$ cat src/rtl/replay_batch_scheduler_pkg.sv
// Shared types and constants for the replay-memory batch scheduler.
package replay_batch_scheduler_pkg;

  typedef enum logic [2:0] {
    ST_IDLE,
    ST_SAMPLE,
    ST_ISSUE,
    ST_WAIT,
    ST_DONE
  } state_e;

  localparam logic RW_WRITE = 1'b0;
  localparam logic RW_READ  = 1'b1;

  localparam int unsigned LFSR_WIDTH = 23;
  localparam logic [LFSR_WIDTH-1:0] LFSR_SEED = 23'h000001;
  // Right-shift Galois mask for x^23 + x^18 + 1 (maximal length)
  localparam logic [LFSR_WIDTH-1:0] LFSR_TAPS = 23'h420000;

endpackage

$ cat src/rtl/replay_batch_scheduler_lfsr.sv
// 23-bit Galois LFSR with enable; the full state is exposed as the random draw.
module lfsr_galois_23
  import replay_batch_scheduler_pkg::*;
(
  input  logic                  clk,
  input  logic                  rst,
  input  logic                  en,
  output logic [LFSR_WIDTH-1:0] lfsr_state
);

  always_ff @(posedge clk) begin
    if (rst) begin
      lfsr_state <= LFSR_SEED;
    end else if (en) begin
      lfsr_state <= (lfsr_state >> 1) ^ (lfsr_state[0] ? LFSR_TAPS : '0);
    end
  end

endmodule

$ cat src/rtl/replay_batch_scheduler.sv
// Replay-memory write pointer / fill tracking plus a random-index batch reader.
module replay_batch_scheduler
  import replay_batch_scheduler_pkg::*;
#(
  parameter int unsigned MEMORY_WIDTH = 10000,
  parameter int unsigned MIN_FILL     = 1000,
  parameter int unsigned BATCH_SIZE   = 32,
  parameter int unsigned ADDR_WIDTH   = $clog2(MEMORY_WIDTH)
) (
  input  logic                          clk,
  input  logic                          rst,
  input  logic                          i_wr_valid,
  output logic                          o_wr_ready,
  input  logic                          i_batch_req,
  output logic                          o_mem_valid,
  output logic                          o_mem_rw_select,
  output logic [ADDR_WIDTH-1:0]         o_mem_addr,
  input  logic                          i_mem_rd_valid,
  output logic                          o_sample_valid,
  output logic [$clog2(BATCH_SIZE)-1:0] o_sample_index,
  output logic                          o_batch_done,
  output logic                          o_batch_reject,
  output logic                          o_ready_for_train,
  output logic                          o_busy,
  output logic [ADDR_WIDTH:0]           o_fill_count
);

  localparam int unsigned IDX_WIDTH  = $clog2(BATCH_SIZE);
  localparam int unsigned FILL_WIDTH = ADDR_WIDTH + 1;

  state_e                  state;
  state_e                  state_next;
  logic [ADDR_WIDTH-1:0]   wr_ptr;
  logic [FILL_WIDTH-1:0]   fill_count;
  logic [IDX_WIDTH-1:0]    sample_cnt;
  logic [ADDR_WIDTH-1:0]   rd_addr;
  logic                    batch_done_q;
  logic                    batch_reject_q;
  logic [LFSR_WIDTH-1:0]   lfsr_state;
  logic [ADDR_WIDTH-1:0]   candidate;
  logic                    cand_hit;
  logic                    last_sample;
  logic                    wr_accept;
  logic                    unused_lfsr_bits;

  lfsr_galois_23 u_lfsr (
    .clk        (clk),
    .rst        (rst),
    .en         (state == ST_SAMPLE),
    .lfsr_state (lfsr_state)
  );

  assign candidate         = lfsr_state[ADDR_WIDTH-1:0];
  assign unused_lfsr_bits  = ^lfsr_state[LFSR_WIDTH-1:ADDR_WIDTH];
  assign cand_hit          = FILL_WIDTH'(candidate) < fill_count;
  assign last_sample       = sample_cnt == IDX_WIDTH'(BATCH_SIZE - 1);
  assign o_ready_for_train = fill_count >= FILL_WIDTH'(MIN_FILL);
  assign o_fill_count      = fill_count;
  assign o_batch_done      = batch_done_q;
  assign o_batch_reject    = batch_reject_q;

  // State register
  always_ff @(posedge clk) begin
    if (rst) begin
      state <= ST_IDLE;
    end else begin
      state <= state_next;
    end
  end

  // Next-state logic
  always_comb begin
    state_next = state;
    case (state)
      ST_IDLE:   if (i_batch_req && o_ready_for_train) state_next = ST_SAMPLE;
      ST_SAMPLE: if (cand_hit) state_next = ST_ISSUE;
      ST_ISSUE:  state_next = ST_WAIT;
      ST_WAIT:   if (i_mem_rd_valid) state_next = last_sample ? ST_DONE : ST_SAMPLE;
      ST_DONE:   state_next = ST_IDLE;
      default:   state_next = ST_IDLE;
    endcase
  end

  // Memory command and sample outputs; the read slot in ISSUE blocks writes
  always_comb begin
    o_wr_ready      = 1'b1;
    o_mem_valid     = 1'b0;
    o_mem_rw_select = RW_WRITE;
    o_mem_addr      = '0;
    o_sample_valid  = 1'b0;
    o_sample_index  = sample_cnt;
    o_busy          = 1'b1;
    case (state)
      ST_IDLE:  o_busy = 1'b0;
      ST_ISSUE: begin
        o_wr_ready      = 1'b0;
        o_mem_valid     = 1'b1;
        o_mem_rw_select = RW_READ;
        o_mem_addr      = rd_addr;
      end
      ST_WAIT:  o_sample_valid = i_mem_rd_valid;
      default:  ;
    endcase
    wr_accept = i_wr_valid && o_wr_ready;
    if (wr_accept) begin
      o_mem_valid     = 1'b1;
      o_mem_rw_select = RW_WRITE;
      o_mem_addr      = wr_ptr;
    end
  end

  // Datapath registers
  always_ff @(posedge clk) begin
    if (rst) begin
      wr_ptr         <= '0;
      fill_count     <= '0;
      sample_cnt     <= '0;
      rd_addr        <= '0;
      batch_done_q   <= 1'b0;
      batch_reject_q <= 1'b0;
    end else begin
      batch_done_q   <= (state == ST_WAIT) && (state_next == ST_DONE);
      batch_reject_q <= (state == ST_IDLE) && i_batch_req && !o_ready_for_train;

      if (wr_accept) begin
        wr_ptr <= (wr_ptr == ADDR_WIDTH'(MEMORY_WIDTH - 1)) ? '0 : wr_ptr + ADDR_WIDTH'(1);
        if (fill_count != FILL_WIDTH'(MEMORY_WIDTH)) begin
          fill_count <= fill_count + FILL_WIDTH'(1);
        end
      end

      if ((state == ST_IDLE) && i_batch_req && o_ready_for_train) begin
        sample_cnt <= '0;
      end else if ((state == ST_WAIT) && i_mem_rd_valid) begin
        sample_cnt <= sample_cnt + IDX_WIDTH'(1);
      end

      if ((state == ST_SAMPLE) && cand_hit) begin
        rd_addr <= candidate;
      end
    end
  end

endmodule

$ cat config.mk
export PLATFORM = sky130hd
export DESIGN_NAME = replay_batch_scheduler
export DESIGN_NICKNAME = d
export VERILOG_FILES = /design/src/rtl/replay_batch_scheduler_pkg.sv /design/src/rtl/replay_batch_scheduler_lfsr.sv /design/src/rtl/replay_batch_scheduler.sv
export SDC_FILE = /design/constraint.sdc
export NUM_CORES = 1
export LEC_CHECK = 0
export BUFFER_PORTS_ARGS = -buffer_cell sky130_fd_sc_hd__buf_2
export CORE_AREA = 2 2 89 91
export DETAILED_ROUTE_END_ITERATION = 10
export DIE_AREA = 0 0 91 93
export PLACE_DENSITY_LB_ADDON = 0.12
export SLEW_MARGIN = 25
export SYNTH_ARGS = -nofsm -noshare
export SYNTH_HDL_FRONTEND = slang
export SYNTH_SLANG_ARGS = --single-unit
$ cat constraint.sdc
create_clock -name clk -period 3.4 [get_ports clk]
set_input_delay 0.34 -clock clk [delete_from_list [all_inputs] [get_ports clk]]
set_output_delay 0.34 -clock clk [all_outputs]
set_load 0.03 [all_outputs]
==> impl_metrics.prom, run 1 <==
# TYPE chip_impl_metric gauge
chip_impl_info{name="cpMaxStageDelayCell",value="dfxtp_1"} 1
chip_impl_metric{name="initial_antenna_violation_count",unit=""} 0
chip_impl_metric{name="grt.overflow.total",unit=""} 0
chip_impl_metric{name="finalSetupTns",unit="ps"} 0
chip_impl_metric{name="floorplan.initialDensity",unit=""} 0.487
chip_impl_metric{name="track_usage",unit=""} 0.197
chip_impl_metric{name="final.period_utilization",unit=""} 0.681
chip_impl_metric{name="yosys.area_share.adder",unit=""} 0.0615
chip_impl_metric{name="clk-insertion-delay-late",unit="ps"} 340
chip_impl_metric{name="place.gp.congestion",unit=""} 0.876
chip_impl_metric{name="drv.max_cap_violation_count",unit=""} 0
chip_impl_info{name="grt_setup_unrepaired",value="no"} 1
chip_impl_metric{name="number_of_global_route_vias_before_repair",unit=""} 2925
chip_impl_info{name="endpoint_kind",value="output pin"} 1
chip_impl_info{name="largest_family_of_logic_cells_by_synthesized_area",value="simple AND/OR/NAND/NOR gates"} 1
chip_impl_metric{name="synth_fp_nets",unit=""} 446
chip_impl_metric{name="syn_inst",unit=""} 423
chip_impl_metric{name="grt_first_pass_wirelength",unit="um"} 13400
chip_impl_metric{name="worst-endpoint-required",unit="ps"} 3060
chip_impl_metric{name="final_critical_path_setup_slack",unit="ps"} 1080
chip_impl_metric{name="nNetsFinal",unit=""} 487
chip_impl_info{name="whs_endpoint",value="o_batch_reject$_SDFF_PP0_"} 1
chip_impl_metric{name="fmaxAchievable",unit="MHz"} 432
chip_impl_info{name="status",value="completed"} 1
chip_impl_metric{name="postSynth.asyncResetShare",unit=""} 0
chip_impl_metric{name="syn-mean-instance-area",unit="sq um"} 8.66
chip_impl_metric{name="avgRoutedWirePerCell",unit="um"} 13.9
chip_impl_metric{name="final_core_util",unit=""} 0.553
chip_impl_metric{name="timing.slew.headroom",unit=""} 0.422
chip_impl_metric{name="synth_compound_gate_area_share",unit=""} 0.127
chip_impl_metric{name="dr_vias_cell",unit=""} 5.38
chip_impl_metric{name="n_antenna_cell",unit=""} 0
chip_impl_metric{name="worstPathArrival",unit="ps"} 1980
chip_impl_info{name="worstReg2RegEnd",value="rd_addr[6]$_SDFFE_PP0P_"} 1
chip_impl_metric{name="cellLeakagePower",unit="nW"} 1.60
chip_impl_metric{name="drc",unit=""} 0
chip_impl_metric{name="tritoncts_num_sinks",unit=""} 76
chip_impl_metric{name="cts_made_buffers",unit=""} 9
chip_impl_metric{name="clock_skew",unit="ps"} 12.7
chip_impl_metric{name="timing.critical_path.fanout_max",unit=""} 24
chip_impl_metric{name="cts-resized-gates",unit=""} 0
chip_impl_info{name="crit_top_cell",value="buf_4"} 1
chip_impl_metric{name="syn-cell-area",unit="sq mm"} 0.00366
chip_impl_metric{name="yosys-mux-area-fraction",unit=""} 0.0410
chip_impl_metric{name="min_delay_path_depth",unit=""} 3
chip_impl_metric{name="die-height",unit="um"} 93
chip_impl_metric{name="worst-r2r-cell-count",unit=""} 8
chip_impl_info{name="timing.hold.worst.class",value="in2reg"} 1
chip_impl_metric{name="cp_slowest_stage_delay",unit="ps"} 430
chip_impl_metric{name="synth_warnings",unit=""} 0
chip_impl_metric{name="coreArea",unit="sq mm"} 0.00753
chip_impl_metric{name="finalSetupViolCount",unit=""} 0
chip_impl_info{name="clock_root_buffer",value="clkbuf_8"} 1
chip_impl_metric{name="detailroute.via_count",unit=""} 3071
chip_impl_metric{name="post_detailed_route_count_of_antenna_violating_nets",unit=""} 0
chip_impl_metric{name="post_place_setup_slack",unit="ps"} 1210
chip_impl_info{name="yosys.area.top_type",value="dfxtp_1"} 1
chip_impl_metric{name="io-pin-count",unit=""} 47
chip_impl_metric{name="pwr_density_cell",unit="mW/mm^2"} 404
chip_impl_metric{name="total_iterations_of_the_first_detailed_routing_run",unit=""} 4
chip_impl_metric{name="drt_first_iter_violations",unit=""} 135
chip_impl_metric{name="flip_flop_and_latch_count_after_synthesis",unit=""} 76
chip_impl_metric{name="ctsHtreeMaxLevel",unit=""} 3
chip_impl_metric{name="irDropWorstVdd",unit="uV"} 219
chip_impl_info{name="criticalPathCategory",value="reg2out"} 1
chip_impl_metric{name="synth_simple_gate_area_frac",unit=""} 0.250
chip_impl_metric{name="fp.dieW",unit="um"} 91
chip_impl_metric{name="cts-root-to-sink-buffers",unit=""} 2
chip_impl_metric{name="ys_types",unit=""} 52
chip_impl_metric{name="fp-row-count",unit=""} 32
chip_impl_metric{name="hpwl",unit="um"} 5530
chip_impl_metric{name="grt_start_max_net_pins",unit=""} 41
chip_impl_info{name="worstReg2RegStart",value="o_fill_count[2]$_SDFFE_PP0P_"} 1
chip_impl_info{name="top_ff_cell_synth",value="dfxtp_1"} 1
chip_impl_metric{name="count_of_flip_flops_with_a_built_in_enable_after_synthesis",unit=""} 0
chip_impl_metric{name="synth_top_area_share",unit=""} 0.415
chip_impl_metric{name="fraction_of_the_yosys_area_taken_by_sequential_cells",unit=""} 0.415
chip_impl_metric{name="route.final.wire_length",unit="um"} 7940
chip_impl_metric{name="finalWorstPathRequiredPeriod",unit="ps"} 2320
chip_impl_metric{name="pins_over_slew_limit",unit=""} 0
chip_impl_info{name="synth.top_cells.by_area",value="dfxtp_1, nand2_1, ha_1, a21oi_1, nand2b_1"} 1
chip_impl_metric{name="final.fill_count",unit=""} 746
chip_impl_info{name="holdCritStartpoint",value="i_batch_req"} 1
chip_impl_metric{name="post_synth_xor_area_fraction",unit=""} 0.0622
chip_impl_metric{name="port_buf_inserts",unit=""} 46
chip_impl_metric{name="finished_layout_cells",unit=""} 571
chip_impl_info{name="cts_tree",value="yes"} 1
chip_impl_metric{name="fin_worst_hold_slack",unit="ps"} 238
chip_impl_metric{name="worst-slew-pin-transition",unit="ps"} 865
chip_impl_info{name="startpoint_type",value="flip-flop"} 1
chip_impl_info{name="crit_path_cell_trace",value="nor3b_2 -> buf_4 -> nor2b_2 -> buf_4 -> a22o_1 -> buf_2"} 1
chip_impl_metric{name="report.final.hold_viol_count",unit=""} 0
chip_impl_metric{name="clkTransAtPathRegs",unit="ps"} 80
chip_impl_metric{name="cts_hold_repair.buffers",unit=""} 0
chip_impl_metric{name="placedCellCount",unit=""} 555
chip_impl_metric{name="post-cts-setup-buffer-count",unit=""} 0
chip_impl_metric{name="fp.dieArea",unit="sq mm"} 0.00846
chip_impl_metric{name="setup.reg_to_reg.worst_slack",unit="ps"} 1190
chip_impl_metric{name="layout-area-overhead-vs-synth",unit="%"} 13.6
chip_impl_metric{name="post_route_cells_drive_above_1_share",unit=""} 0.154
==> worst max path at each step <==
stage                                      start                        to  slack [ps]  depth (start not counted)
floorplan           o_fill_count[2]$_SDFFE_PP0P_  rd_addr[10]$_SDFFE_PP0P_        1130                          8
global placement    o_fill_count[2]$_SDFFE_PP0P_   rd_addr[1]$_SDFFE_PP0P_        1320                          8
detailed placement  o_fill_count[2]$_SDFFE_PP0P_   rd_addr[6]$_SDFFE_PP0P_        1210                          8
CTS                          state[1]$_SDFF_PP0_            o_mem_addr[12]        1060                          6
global route                 state[1]$_SDFF_PP0_            o_mem_addr[13]         940                          6
finish                       state[1]$_SDFF_PP0_            o_mem_addr[12]        1080                          6
==> logic make-up after synthesis <==
logic type	after synthesis
compound gates	71
xor+xnor	26
fa+ha+maj	18
buf+inv	37
flops	76
mux	15
simple gates	180
==> cells in the mapped netlist, types with 2 or more instances <==
| cell | instances |
|---|---|
| or4_1 | 2 |
| nor2_1 | 29 |
| nor4_1 | 3 |
| nand4b_1 | 2 |
| o31ai_1 | 3 |
| inv_1 | 17 |
| or3_1 | 3 |
| nor4b_1 | 3 |
| a22o_1 | 13 |
| clkbuf_1 | 11 |
| dfxtp_1 | 76 |
| nor3_1 | 11 |
| ha_1 | 18 |
| nand2_1 | 65 |
| a21o_1 | 2 |
| mux2i_1 | 15 |
| buf_1 | 3 |
| a21oi_1 | 35 |
| buf_2 | 4 |
| o21ai_0 | 5 |
| and3_1 | 2 |
| xor2_1 | 12 |
| nand3_1 | 9 |
| xnor2_1 | 14 |
| o21a_1 | 2 |
| nand4_1 | 11 |
| nand2b_1 | 28 |
==> per-stage QoR <==
step / power, W / cell area, sq um
2_1_floorplan: 0.000977 / 3660
3_3_place_gp: 0.000997 / 3960
3_5_place_dp: 0.000998 / 3960
4_1_cts: 0.00170 / 4160
5_1_grt: 0.00175 / 4160
6_report: 0.00168 / 4160
==> routing by layer <==
metal	GRT usage	up-vias	wire, um
met5	0	-	0
met4	0.0960	0	190
met3	0.0266	14	202
met2	0.336	47	3790
met1	0.245	1468	3760
li1	-	1542	-
==> report_power, final <==
group | switching (W) | total [W] | internal (W)
registers | 0.00000782 | 0.000903 | 0.000895
clock network | 0.000326 | 0.000703 | 0.000377
logic | 0.0000477 | 0.0000733 | 0.0000255
total | 0.000382 | 0.00168 | 0.00130
==> registers in the layout, summed over array words and instances, names as in the netlist <==
register	count
wr_ptr	14
o_batch_done	1
rd_addr	14
state	3
o_sample_index	5
u_lfsr.lfsr_state	23
o_batch_reject	1
o_fill_count	15
==> cell type report <==
class                      instances  area [sq um]  area share
sequential                        76          1520       0.366
clock buffer                      12           155      0.0373
inverter                          17          63.8      0.0153
timing repair buffer              50           260      0.0625
multi-input combinational        310          1990       0.477
clock inverter                     4          47.5      0.0114
tap                              102           128      0.0307
==> worst max-delay path: cells and delay by family (launching register included) <==
family / cells / cell delay [ps]
DFF: 1 / 430
and+or+nand+nor: 2 / 280
buffers and inverters: 3 / 690
AOI/OAI and AO/OA: 1 / 220
==> cells in the final DEF, fill, tap and decap left out, types with 3 or more instances in the layout <==
| cell | n |
|---|---|
| a21oi_1 | 35 |
| a22o_1 | 13 |
| buf_2 | 46 |
| buf_4 | 4 |
| clkbuf_8 | 11 |
| dfxtp_1 | 76 |
| ha_1 | 18 |
| inv_1 | 17 |
| mux2i_1 | 15 |
| nand2_1 | 65 |
| nand2b_1 | 28 |
| nand3_1 | 9 |
| nand4_1 | 11 |
| nor2_1 | 29 |
| nor3_1 | 11 |
| nor4_1 | 3 |
| nor4b_1 | 3 |
| o21ai_0 | 5 |
| o31ai_1 | 3 |
| or3_1 | 3 |
| xnor2_1 | 14 |
| xor2_1 | 12 |
(Power assumes the default switching activity.)
==> inputs of run 2 (changes only) <==
- clock period: 3.4 -> 2.1 ns (I/O delays scaled with it)
==> impl_metrics.prom, run 2 (same netlist as run 1, synthesis figures left out) <==
# TYPE chip_impl_metric gauge
chip_impl_metric{name="coreArea",unit="sq mm"} 0.00753
chip_impl_metric{name="clock_skew",unit="ps"} 9.48
chip_impl_metric{name="hpwl",unit="um"} 5700
chip_impl_metric{name="route.final.wire_length",unit="um"} 8240
chip_impl_info{name="status",value="completed"} 1
chip_impl_info{name="commonest_non_fill_non_tap_cells_in_the_layout",value="nand2_1, dfxtp_1, buf_2"} 1
chip_impl_metric{name="number_of_global_route_vias_before_repair",unit=""} 2849
chip_impl_metric{name="setup.reg_to_reg.worst_slack",unit="ps"} 40
chip_impl_info{name="most_common_library_cell_in_the_layout_ignoring_fill_and_taps",value="nand2_1"} 1
chip_impl_metric{name="pwr_density_cell",unit="mW/mm^2"} 636
chip_impl_metric{name="avgRoutedWirePerCell",unit="um"} 14.0
chip_impl_metric{name="largest_register_ff_count",unit=""} 23
chip_impl_metric{name="fp.dieW",unit="um"} 91
chip_impl_metric{name="drt_first_iter_violations",unit=""} 116
chip_impl_metric{name="layout-area-overhead-vs-synth",unit="%"} 21.0
chip_impl_metric{name="n_antenna_cell",unit=""} 0
chip_impl_metric{name="tritoncts_num_sinks",unit=""} 76
chip_impl_metric{name="report.final.hold_viol_count",unit=""} 0
chip_impl_metric{name="cellLeakagePower",unit="nW"} 1.72
chip_impl_metric{name="track_usage",unit=""} 0.198
chip_impl_metric{name="fin_area",unit="sq mm"} 0.00443
chip_impl_metric{name="initial_antenna_violation_count",unit=""} 0
chip_impl_info{name="criticalPathCategory",value="reg2reg"} 1
chip_impl_metric{name="finalSetupViolCount",unit=""} 0
chip_impl_info{name="cts_tree",value="yes"} 1
chip_impl_metric{name="die-height",unit="um"} 93
chip_impl_info{name="reg_with_most_ffs",value="u_lfsr.lfsr_state"} 1
chip_impl_metric{name="worst-slew-pin-transition",unit="ps"} 495
chip_impl_metric{name="cts_hold_repair.buffers",unit=""} 0
chip_impl_info{name="timing.hold.worst.class",value="in2reg"} 1
chip_impl_metric{name="floorplan.initialDensity",unit=""} 0.487
chip_impl_metric{name="fmaxAchievable",unit="MHz"} 486
chip_impl_metric{name="place.gp.congestion",unit=""} 0.798
chip_impl_metric{name="worstPathArrival",unit="ps"} 2330
chip_impl_metric{name="drv.max_cap_violation_count",unit=""} 0
chip_impl_metric{name="port_buf_inserts",unit=""} 46
chip_impl_metric{name="total_iterations_of_the_first_detailed_routing_run",unit=""} 6
chip_impl_metric{name="cts_made_buffers",unit=""} 9
chip_impl_metric{name="drc",unit=""} 0
chip_impl_metric{name="placedInstanceArea",unit="sq mm"} 0.00410
chip_impl_metric{name="dr_vias_cell",unit=""} 5.20
chip_impl_metric{name="clkTransAtPathRegs",unit="ps"} 80
chip_impl_metric{name="detailroute.via_count",unit=""} 3055
chip_impl_metric{name="timing.slew.headroom",unit=""} 0.667
chip_impl_metric{name="clk-insertion-delay-late",unit="ps"} 340
chip_impl_metric{name="fp.dieArea",unit="sq mm"} 0.00846
chip_impl_metric{name="grt_start_max_net_pins",unit=""} 50
chip_impl_metric{name="timing.critical_path.fanout_max",unit=""} 7
chip_impl_metric{name="fp-row-count",unit=""} 32
chip_impl_metric{name="io-pin-count",unit=""} 47
chip_impl_info{name="endpoint_kind",value="flip-flop"} 1
chip_impl_metric{name="design_power_total",unit="W"} 0.00282
chip_impl_metric{name="worst-endpoint-required",unit="ps"} 2370
chip_impl_metric{name="nNetsFinal",unit=""} 504
chip_impl_metric{name="pins_over_slew_limit",unit=""} 0
chip_impl_info{name="clock_root_buffer",value="clkbuf_8"} 1
chip_impl_metric{name="final.period_utilization",unit=""} 0.980
chip_impl_metric{name="post_route_cells_drive_above_1_share",unit=""} 0.221
chip_impl_info{name="startpoint_type",value="flip-flop"} 1
chip_impl_metric{name="cts-root-to-sink-buffers",unit=""} 2
chip_impl_metric{name="ctsHtreeMaxLevel",unit=""} 3
chip_impl_metric{name="post_detailed_route_count_of_antenna_violating_nets",unit=""} 0
chip_impl_metric{name="grt_first_pass_wirelength",unit="um"} 13600
chip_impl_metric{name="grt.overflow.total",unit=""} 0
chip_impl_metric{name="finalWorstPathRequiredPeriod",unit="ps"} 2060
chip_impl_metric{name="irDropWorstVdd",unit="uV"} 449
run 2: per-layer routing:
| metal | track usage | vias up | part of all wire |
|---|---|---|---|
| li1 | - | 1576 | - |
| met1 | 0.254 | 1431 | 0.47 |
| met2 | 0.330 | 43 | 0.49 |
| met3 | 0.0540 | 5 | 0.031 |
| met4 | 0.0556 | 0 | 0.0095 |
| met5 | 0 | - | 0 |
run 2: timing repair:
item,CTS,global route
cloned,0,1
gates resized for setup,1,13
pin swaps,0,2
endpoints found under the setup margin,13,27
setup buffers,0,3
run 2: where the power goes:
part | switching (W) | internal, W | total, W
sequential | 0.0000105 | 0.00145 | 0.00146
clock | 0.000530 | 0.000696 | 0.00123
combinational | 0.0000846 | 0.0000539 | 0.000138
run 2: final timing paths:
kind | start | to | cells after the start
min reg2reg | u_lfsr.lfsr_state[22]$_SDFFE_PP0P_ | u_lfsr.lfsr_state[21]$_SDFFE_PP0P_ | 2
max reg2reg | o_fill_count[2]$_SDFFE_PP0P_ | rd_addr[7]$_SDFFE_PP0P_ | 8
min | i_batch_req | o_batch_reject$_SDFF_PP0_ | 3
max | o_fill_count[2]$_SDFFE_PP0P_ | rd_addr[7]$_SDFFE_PP0P_ | 8
run 2: critical path, stage by stage (launching register included):
cell and delay (ps):
dfxtp_4 370, inv_1 140, ha_4 240, a21o_1 190, a31oi_2 230, o21bai_4 100, a211oi_4 330, clkbuf_16 230
mux2i_1 170
run 2: layout make-up:
type,instances,area [sq um]
inverters,17,67.6
multi-input cells,310,2040
clock buffers,11,141
fillers,691,3090
repair buffers,67,434
well taps,102,128
flip-flops and latches,76,1540
clock inverters,4,73.8
run 2: stage by stage:
step	setup slack, ps	TNS (ps)	hold slack [ps]	cells	utilization
floorplan	17.7	0	328	423	-
global placement	168	0	438	568	0.544
detailed placement	92.2	0	443	568	0.544
CTS	60.3	0	92.7	583	0.573
global route	-21.6	-100	98.1	587	0.589
finish	42.2	0	115	587	0.589
